--- config.mk ---
export PLATFORM = sky130hd
export DESIGN_NAME = hazard_stall_ctrl
export DESIGN_NICKNAME = d
export VERILOG_FILES = /design/src/rtl/hazard_stall_ctrl.sv
export SDC_FILE = /design/constraint.sdc
export NUM_CORES = 1
export LEC_CHECK = 0
export BUFFER_PORTS_ARGS = -buffer_cell sky130_fd_sc_hd__buf_2
export CORE_MARGIN = 3
export CORE_UTILIZATION = 57
export CTS_CLUSTER_DIAMETER = 150
export DETAILED_ROUTE_END_ITERATION = 10
export PLACE_DENSITY = 0.95
export SLEW_MARGIN = 15
export SYNTH_ARGS = -nofsm -noshare
export SYNTH_HDL_FRONTEND = slang
export SYNTH_SLANG_ARGS = --single-unit
--- constraint.sdc ---
create_clock -name clk -period 5.45 [get_ports clk]
set_input_delay 0.8175 -clock clk [delete_from_list [all_inputs] [get_ports clk]]
set_output_delay 0.8175 -clock clk [all_outputs]
set_load 0.03 [all_outputs]
--- src/rtl/hazard_stall_ctrl.sv ---
// Pipeline hazard/sequencing controller for the 5-stage datapath: load-use
// bubbles, MEM-stage branch flushes, memory-wait freeze with a sticky
// timeout error, and saturating stall/flush event counters.
module hazard_stall_ctrl #(
  parameter int unsigned TIMEOUT = 16,
  parameter int unsigned CNT_W   = 16
) (
  input  logic             clk,
  input  logic             Rst_n,
  input  logic [4:0]       IDrs,
  input  logic [4:0]       IDrt,
  input  logic             IDUsesRt,
  input  logic             EXMemRead,
  input  logic [4:0]       EXrd,
  input  logic [1:0]       MEMBranch,
  input  logic             MEMZero,
  input  logic             MEMReq,
  input  logic             MemReady,
  output logic             PCWrite,
  output logic             IFIDWrite,
  output logic             IFIDFlush,
  output logic             IDEXFlush,
  output logic             EXMEMFlush,
  output logic             EXMEMWrite,
  output logic             PCSrc,
  output logic             MemTimeout,
  output logic [CNT_W-1:0] StallCount,
  output logic [CNT_W-1:0] FlushCount
);

  localparam int unsigned WCNT_W = 16;

  typedef enum logic [1:0] {
    S_RUN  = 2'd0,
    S_WAIT = 2'd1,
    S_ERR  = 2'd2
  } state_e;

  state_e             state_q, state_d;
  logic [WCNT_W-1:0]  wcnt_q, wcnt_d;
  logic               timeout_q;
  logic [CNT_W-1:0]   stall_q, stall_d;
  logic [CNT_W-1:0]   flush_q, flush_d;

  logic memwait_c, taken_c, loaduse_c;
  logic stall_ev_c, flush_ev_c;

  // Hazard conditions decoded from the pipeline stage fields.
  always_comb begin
    memwait_c = MEMReq & ~MemReady;
    taken_c   = ((MEMBranch == 2'b01) &  MEMZero) |
                ((MEMBranch == 2'b10) & ~MEMZero) |
                 (MEMBranch == 2'b11);
    loaduse_c = EXMemRead & (EXrd != 5'd0) &
                ((EXrd == IDrs) | (IDUsesRt & (EXrd == IDrt)));
  end

  // Next-state logic and Mealy pipeline controls; memwait > taken > loaduse.
  always_comb begin
    state_d    = state_q;
    wcnt_d     = wcnt_q;
    PCWrite    = 1'b1;
    IFIDWrite  = 1'b1;
    EXMEMWrite = 1'b1;
    IFIDFlush  = 1'b0;
    IDEXFlush  = 1'b0;
    EXMEMFlush = 1'b0;
    PCSrc      = 1'b0;
    stall_ev_c = 1'b0;
    flush_ev_c = 1'b0;

    case (state_q)
      S_RUN, S_WAIT: begin
        if (memwait_c) begin
          PCWrite    = 1'b0;
          IFIDWrite  = 1'b0;
          EXMEMWrite = 1'b0;
          stall_ev_c = 1'b1;
        end else if (taken_c) begin
          PCSrc      = 1'b1;
          IFIDFlush  = 1'b1;
          IDEXFlush  = 1'b1;
          EXMEMFlush = 1'b1;
          flush_ev_c = 1'b1;
        end else if (loaduse_c) begin
          PCWrite    = 1'b0;
          IFIDWrite  = 1'b0;
          IDEXFlush  = 1'b1;
          stall_ev_c = 1'b1;
        end

        if (state_q == S_RUN) begin
          // The entry cycle is wait cycle 1; WAIT's first cycle holds count 0.
          if (memwait_c) begin
            wcnt_d  = '0;
            state_d = (TIMEOUT <= 1) ? S_ERR : S_WAIT;
          end
        end else begin
          if (!memwait_c) begin
            state_d = S_RUN;
          end else if (wcnt_q >= WCNT_W'(TIMEOUT - 2)) begin
            state_d = S_ERR;
          end else begin
            wcnt_d = wcnt_q + WCNT_W'(1);
          end
        end
      end

      S_ERR: begin
        PCWrite    = 1'b0;
        IFIDWrite  = 1'b0;
        EXMEMWrite = 1'b0;
      end

      default: begin
        state_d = S_RUN;
      end
    endcase
  end

  // Saturating event counters; events never fire in ERR.
  always_comb begin
    stall_d = stall_q;
    flush_d = flush_q;
    if (stall_ev_c && (stall_q != {CNT_W{1'b1}})) begin
      stall_d = stall_q + CNT_W'(1);
    end
    if (flush_ev_c && (flush_q != {CNT_W{1'b1}})) begin
      flush_d = flush_q + CNT_W'(1);
    end
  end

  // State, wait counter, error flag and event counters.
  always_ff @(posedge clk) begin
    if (!Rst_n) begin
      state_q   <= S_RUN;
      wcnt_q    <= '0;
      timeout_q <= 1'b0;
      stall_q   <= '0;
      flush_q   <= '0;
    end else begin
      state_q   <= state_d;
      wcnt_q    <= wcnt_d;
      timeout_q <= (state_d == S_ERR);
      stall_q   <= stall_d;
      flush_q   <= flush_d;
    end
  end

  assign MemTimeout = timeout_q;
  assign StallCount = stall_q;
  assign FlushCount = flush_q;

endmodule

After elaboration in Yosys (flattened, before gate mapping) --
Cells that the tools add are included.
Operators by class: order comparisons 1, bitwise operators 11, multiplexer cells 25, add/sub/neg operators 3, equal/unequal tests 11, reductions and logical operators 6
Operators by type and width (number):
- $mux W16 | 4
- $add A16 B1 Y16 const B | 3
- $ne A16 B16 Y1 const B | 2
- $ge A16 B4 Y1 const B | 1
- $mux W1 | 14
- $eq A5 B5 Y1 | 2
- $eq A2 B2 Y1 const B | 4
- $mux W2 | 4
- $and A1 B1 Y1 | 6
- $reduce_bool A5 Y1 | 1
- $eq A2 B1 Y1 const B | 2
- $pmux W1 S2 | 2
- $pmux W2 S2 | 1
- $or A1 B1 Y1 | 3
- $reduce_and A3 Y1 | 1
- $logic_and A1 B1 Y1 | 2
- $logic_not A2 Y1 | 1
- $ne A2 B2 Y1 const B | 1
- $not A1 Y1 | 2
- $reduce_or A2 Y1 | 1
Storage, ports and cells: register bits after elaboration 51, input port bits 24, logic and storage cells 62

Depth between registers and ports, before layout --
depth after elaboration 9, mapped depth 9, mapped depth without buffers 8

Worst setup path before layout --
No wires, ideal clock.
path type input to output, start point in EXrd[1], end point out PCWrite, data required time 4.633 ns, data arrival time 2.655 ns, buffers on the path 1, slack 1.978 ns, cell stages on the path 5, cell sequence or4_4 > o211ai_1 > o21ai_0 > o21ai_0 > buf_4
On the way: word-level cells in the longest chain between the ends 8
RTL lines:
- start, declared | line 14 | input logic [4:0] EXrd,
- $eq A5 B5 Y1 | line 55 | ((EXrd == IDrs) | (IDUsesRt & (EXrd == IDrt)));
- $and A1 B1 Y1 | line 55
- $or A1 B1 Y1 | line 55
- $and A1 B1 Y1 (*) | line 54 | loaduse_c = EXMemRead & (EXrd != 5'd0) &
- $mux W1 (*) (3 in a row)
- $pmux W1 S2 (*)
- end, declared | line 19 | output logic PCWrite,
Every way passes the cells marked *; elsewhere a longest branch is shown, timed or not.

Worst setup path after layout --
start point in EXrd[1], end point out IFIDWrite
On the way: word-level cells in the longest chain between the ends 8
RTL lines:
- $eq A5 B5 Y1 | line 55
- $and A1 B1 Y1 | line 55
- $or A1 B1 Y1 | line 55
- $and A1 B1 Y1 (*) | line 54
- $mux W1 (*) | line 85 | end else if (loaduse_c) begin
- $mux W1 (*) | line 79 | end else if (taken_c) begin
- $mux W1 (*) | line 74 | if (memwait_c) begin
- $pmux W1 S2 (*) | line 72 | case (state_q)
- end, declared | line 20 | output logic IFIDWrite,
Marked as above.

==> results summary <==
The setup fix buffers added after clock tree synthesis is 0. Timing analysis after detailed placement gives a worst setup slack of 2.32 ns. The worst setup path is of the in -> out kind. The per-cell routed wire length is 13.9 um. The repair_antennas step left the layout with diodes totalling 0.

In the final layout, the multi-input gates occupy 1370 um^2. Overall power consumption after layout is estimated at about 0.00071 W. The slew at the pin closest to its max-slew limit came out at between 1 and 1.5 ns. STA classifies the critical path startpoint as an input port. The standard cell with the maximum stage delay on the critical path is sky130_fd_sc_hd__or4_4. Yosys printed 0 warnings. The number of cells traversed by the worst hold path is 2. The worst hold path begins at wcnt_q[11]. The number of pins exceeding their max-slew limit in the final report is 0. The number of placed instances with taps included came out at 392. The power per cell area came out at 244 nW/um^2. Buffers inserted during clock tree synthesis total 5.

The maximum VDD drop is 241 uV. The violation count after the first detailed-routing iteration is about 200. The path class of the tightest hold or removal check is reg -> reg. The slack of the worst reg-to-reg path is 2.77 ns. The endpoint identified for the worst register-to-register timing path is StallCount[3].

Measured along the x axis, the die boundary spans roughly 72 um. The final non-filler cell total is 400. The placeable core region came out at 4120 um^2.

The netlist area before placement came out at 2490 um^2. The die area is 5200 um^2. Counting flops with a built-in enable in the synthesized netlist gives 0. The total negative slack came out at 0 ns. The data required time at the worst endpoint came out at between 4 and 5 ns. The standby leakage power is 1.16 nW.

The root buffer cell chosen for the clock tree is sky130_fd_sc_hd__clkbuf_8. The arrival time reported for the critical path endpoint is between 2 and 2.5 ns. A synthesized cell averages roughly 8.6 um^2.

The worst register-to-register path begins at StallCount[0]. The hold violation total from the final report came to 0. The cell family contributing the most delay on the critical path is compound AO/OA/AOI/OAI gates. The area added between synthesis and finish is 17.4%. The count of nets left with antenna violations once routing finished came out at 0.

The most used flip-flop cell after synthesis is sky130_fd_sc_hd__dfxtp_1. The number of maximum-capacitance constraint violations is 0. The maximum clock path buffer count came out at 2.

Across every metal layer, demand over resource in global routing totals 0.228. In the routed design, unresolved DRC markers number 0. The worst hold path terminates at wcnt_q[11].

At the later pin of the worst-skew pair, clock insertion delay measures 0.30 ns. The async set-reset flop share out of synthesis came out at 0. The layout cell share with drive strength beyond 1 is 0.243. The post-synthesis sequential area ratio came out at 0.410. The TritonCTS sink count came out at between 50 and 60. The H-tree generated during clock tree synthesis spans 2 levels. The number of nets in the synthesized netlist is about 320. The achievable frequency came out at between 300 and 400 MHz.

The aggregate global routing overflow is 0. After synthesis the netlist holds a flip-flop and latch count of 51. The first global-routing pass estimated just under 10000 um of wire. TritonCTS built the clock tree.

Yosys attributes the largest share of cell area to sky130_fd_sc_hd__dfxtp_1, sky130_fd_sc_hd__nor2_1, sky130_fd_sc_hd__xnor2_1, sky130_fd_sc_hd__a21oi_1, sky130_fd_sc_hd__or3_1. The number of cells on the worst reg-to-reg path is 7. The height of the chip is 72.1 um. The routed design has 5570 um of wire. The number of iterations in the first detailed-routing pass is 4. The total of fill cells in the finished design is 322.

Routability-driven placement finished with a final weighted congestion of 0.922. The clock-pin slew reported for the worst setup and hold paths after clock tree synthesis is 0.09 ns. The flow ran to the end, and the final reports show no timing, DRC or antenna violations.

The library cell used most frequently in the layout, excluding fill and tap cells, is sky130_fd_sc_hd__buf_2. Setup repair after global routing left no endpoint under its margin. The effective utilization at floorplan is 0.605.

Dividing the detail-routed via count by the number of cells gives roughly 5.8. The largest net degree at the start of global routing came out at 37. The detailed placement HPWL came out at 4120 um.

The number of antenna violations at the first check in global routing is 0. The overall via count from detail_route is 2325. The post-synthesis cell type count came out at 45.

The number of top-level design ports came out at 64. The combined flip-flop and latch cell area is 1020 um^2. The biggest area contributor in the post-synthesis netlist is sky130_fd_sc_hd__dfxtp_1. The signal on the critical path passes through buf_2 -> or4_4 -> o211ai_1 -> o21ai_0 -> o21ai_0 -> buf_2.

Of the post-synthesis cell area, the dominant cell type holds 0.410. The post-CTS resize count came out at 0. The total number of nets in the final design is 377. The count of input and output buffers is 63. The row count came out at 23. The worst path meets setup with about 2.3 ns of slack.

The number of buffer and inverter instances along the worst setup path came out at 2. The final worst clock skew is 0.00418 ns. Of the available clock period, the critical path in the final layout requires 0.569. The via count of the first global-routing pass came to 2274. The cell count after synthesis is 289.

The remaining max-slew budget at the tightest pin is 0.271. The worst setup path is captured at a primary output. The maximum fanout along the worst path is 3. In the layout the commonest cells are sky130_fd_sc_hd__buf_2, sky130_fd_sc_hd__dfxtp_1, sky130_fd_sc_hd__nor2_1. The total of endpoints with negative setup slack in the final report came out at 0.

After clock tree synthesis, the flow added hold-fix buffers numbering 0. The largest stage delay on the critical path came out at between 0.5 and 0.6 ns. The worst path needs 3.10 ns of the cycle, external delays included.
## area by class of cell
class	count	area share
clock buffers	5	0.0235
clock inverters	3	0.0150
inverters	9	0.0115
multi-input cells	218	0.469
flip-flops and latches	51	0.349
well taps	50	0.0214
repair buffers	64	0.110
## per-stage QoR
| step | instance area (um^2) | hold WS, ns | util |
|---|---|---|---|
| final | 2930 | 0.457 | 0.711 |
| after global routing | 2930 | 0.468 | 0.711 |
| after CTS | 2930 | 0.456 | 0.711 |
| after detailed placement | 2810 | 0.441 | 0.683 |
| after global placement | 2810 | 0.429 | 0.683 |
| after floorplan | 2490 | 0.417 | - |
## registers in the layout (all words and copies together) (netlist names)
name,flops
FlushCount,16
MemTimeout,1
StallCount,16
state_q,2
wcnt_q,16
## kinds of logic after synthesis
logic type                 count (synthesis)  share of synthesized area
buffers and inverters                     20                     0.0392
adders and majority gates                  4                     0.0201
and+or+nand+nor                          124                      0.265
AOI/OAI and AO/OA                         60                      0.153
xor gates and xnor gates                  25                     0.0879
DFF                                       51                      0.410
muxes                                      5                     0.0256
## how the worst max path moves through the flow
| stage | start | to | slack (ns) | cells past startpoint |
|---|---|---|---|---|
| floorplan | EXrd[1] | PCWrite | 1.98 | 5 |
| global placement | EXrd[1] | IFIDWrite | 2.41 | 6 |
| detailed placement | EXrd[1] | IFIDWrite | 2.32 | 6 |
| finish | EXrd[1] | IFIDWrite | 2.35 | 6 |
| global route | EXrd[1] | IFIDWrite | 2.22 | 6 |
| CTS | EXrd[1] | IFIDWrite | 2.31 | 6 |
## worst register-to-register path: stages, from the launching register on
cell	delay, ns
sky130_fd_sc_hd__dfxtp_1	0.40
sky130_fd_sc_hd__ha_1	0.21
sky130_fd_sc_hd__nand2_1	0.09
sky130_fd_sc_hd__nor2_1	0.40
sky130_fd_sc_hd__a311oi_2	0.18
sky130_fd_sc_hd__a21oi_2	0.85
sky130_fd_sc_hd__o21ai_0	0.26
sky130_fd_sc_hd__a21oi_1	0.19
## cells in the mapped netlist (3+ instances only)
cell / count
sky130_fd_sc_hd__ha_1: 4
sky130_fd_sc_hd__inv_1: 8
sky130_fd_sc_hd__nor4_1: 3
sky130_fd_sc_hd__xnor2_1: 15
sky130_fd_sc_hd__o31ai_1: 4
sky130_fd_sc_hd__and3_1: 6
sky130_fd_sc_hd__nor2b_1: 3
sky130_fd_sc_hd__mux2i_1: 3
sky130_fd_sc_hd__or4_1: 3
sky130_fd_sc_hd__nand4_1: 8
sky130_fd_sc_hd__xor2_1: 10
sky130_fd_sc_hd__nand2_1: 15
sky130_fd_sc_hd__a31oi_1: 5
sky130_fd_sc_hd__nand3_1: 13
sky130_fd_sc_hd__or3_1: 15
sky130_fd_sc_hd__o21ai_0: 8
sky130_fd_sc_hd__o21ai_1: 9
sky130_fd_sc_hd__buf_4: 4
sky130_fd_sc_hd__dfxtp_1: 51
sky130_fd_sc_hd__nor2_1: 41
sky130_fd_sc_hd__clkbuf_1: 6
sky130_fd_sc_hd__a21oi_1: 22
sky130_fd_sc_hd__and4_1: 5
## layer usage
layer  wire (um)  track usage
met5           0            0
met4         124        0.109
met3         305       0.0319
met2        2830        0.414
met1        2310        0.260
## where the power goes
| group | internal [W] | switching, W |
|---|---|---|
| clock network | 0.000137 | 0.000126 |
| registers | 0.000376 | 0.00000409 |
| logic | 0.0000256 | 0.0000444 |
No activity file was read; power rests on OpenSTA's default activity.
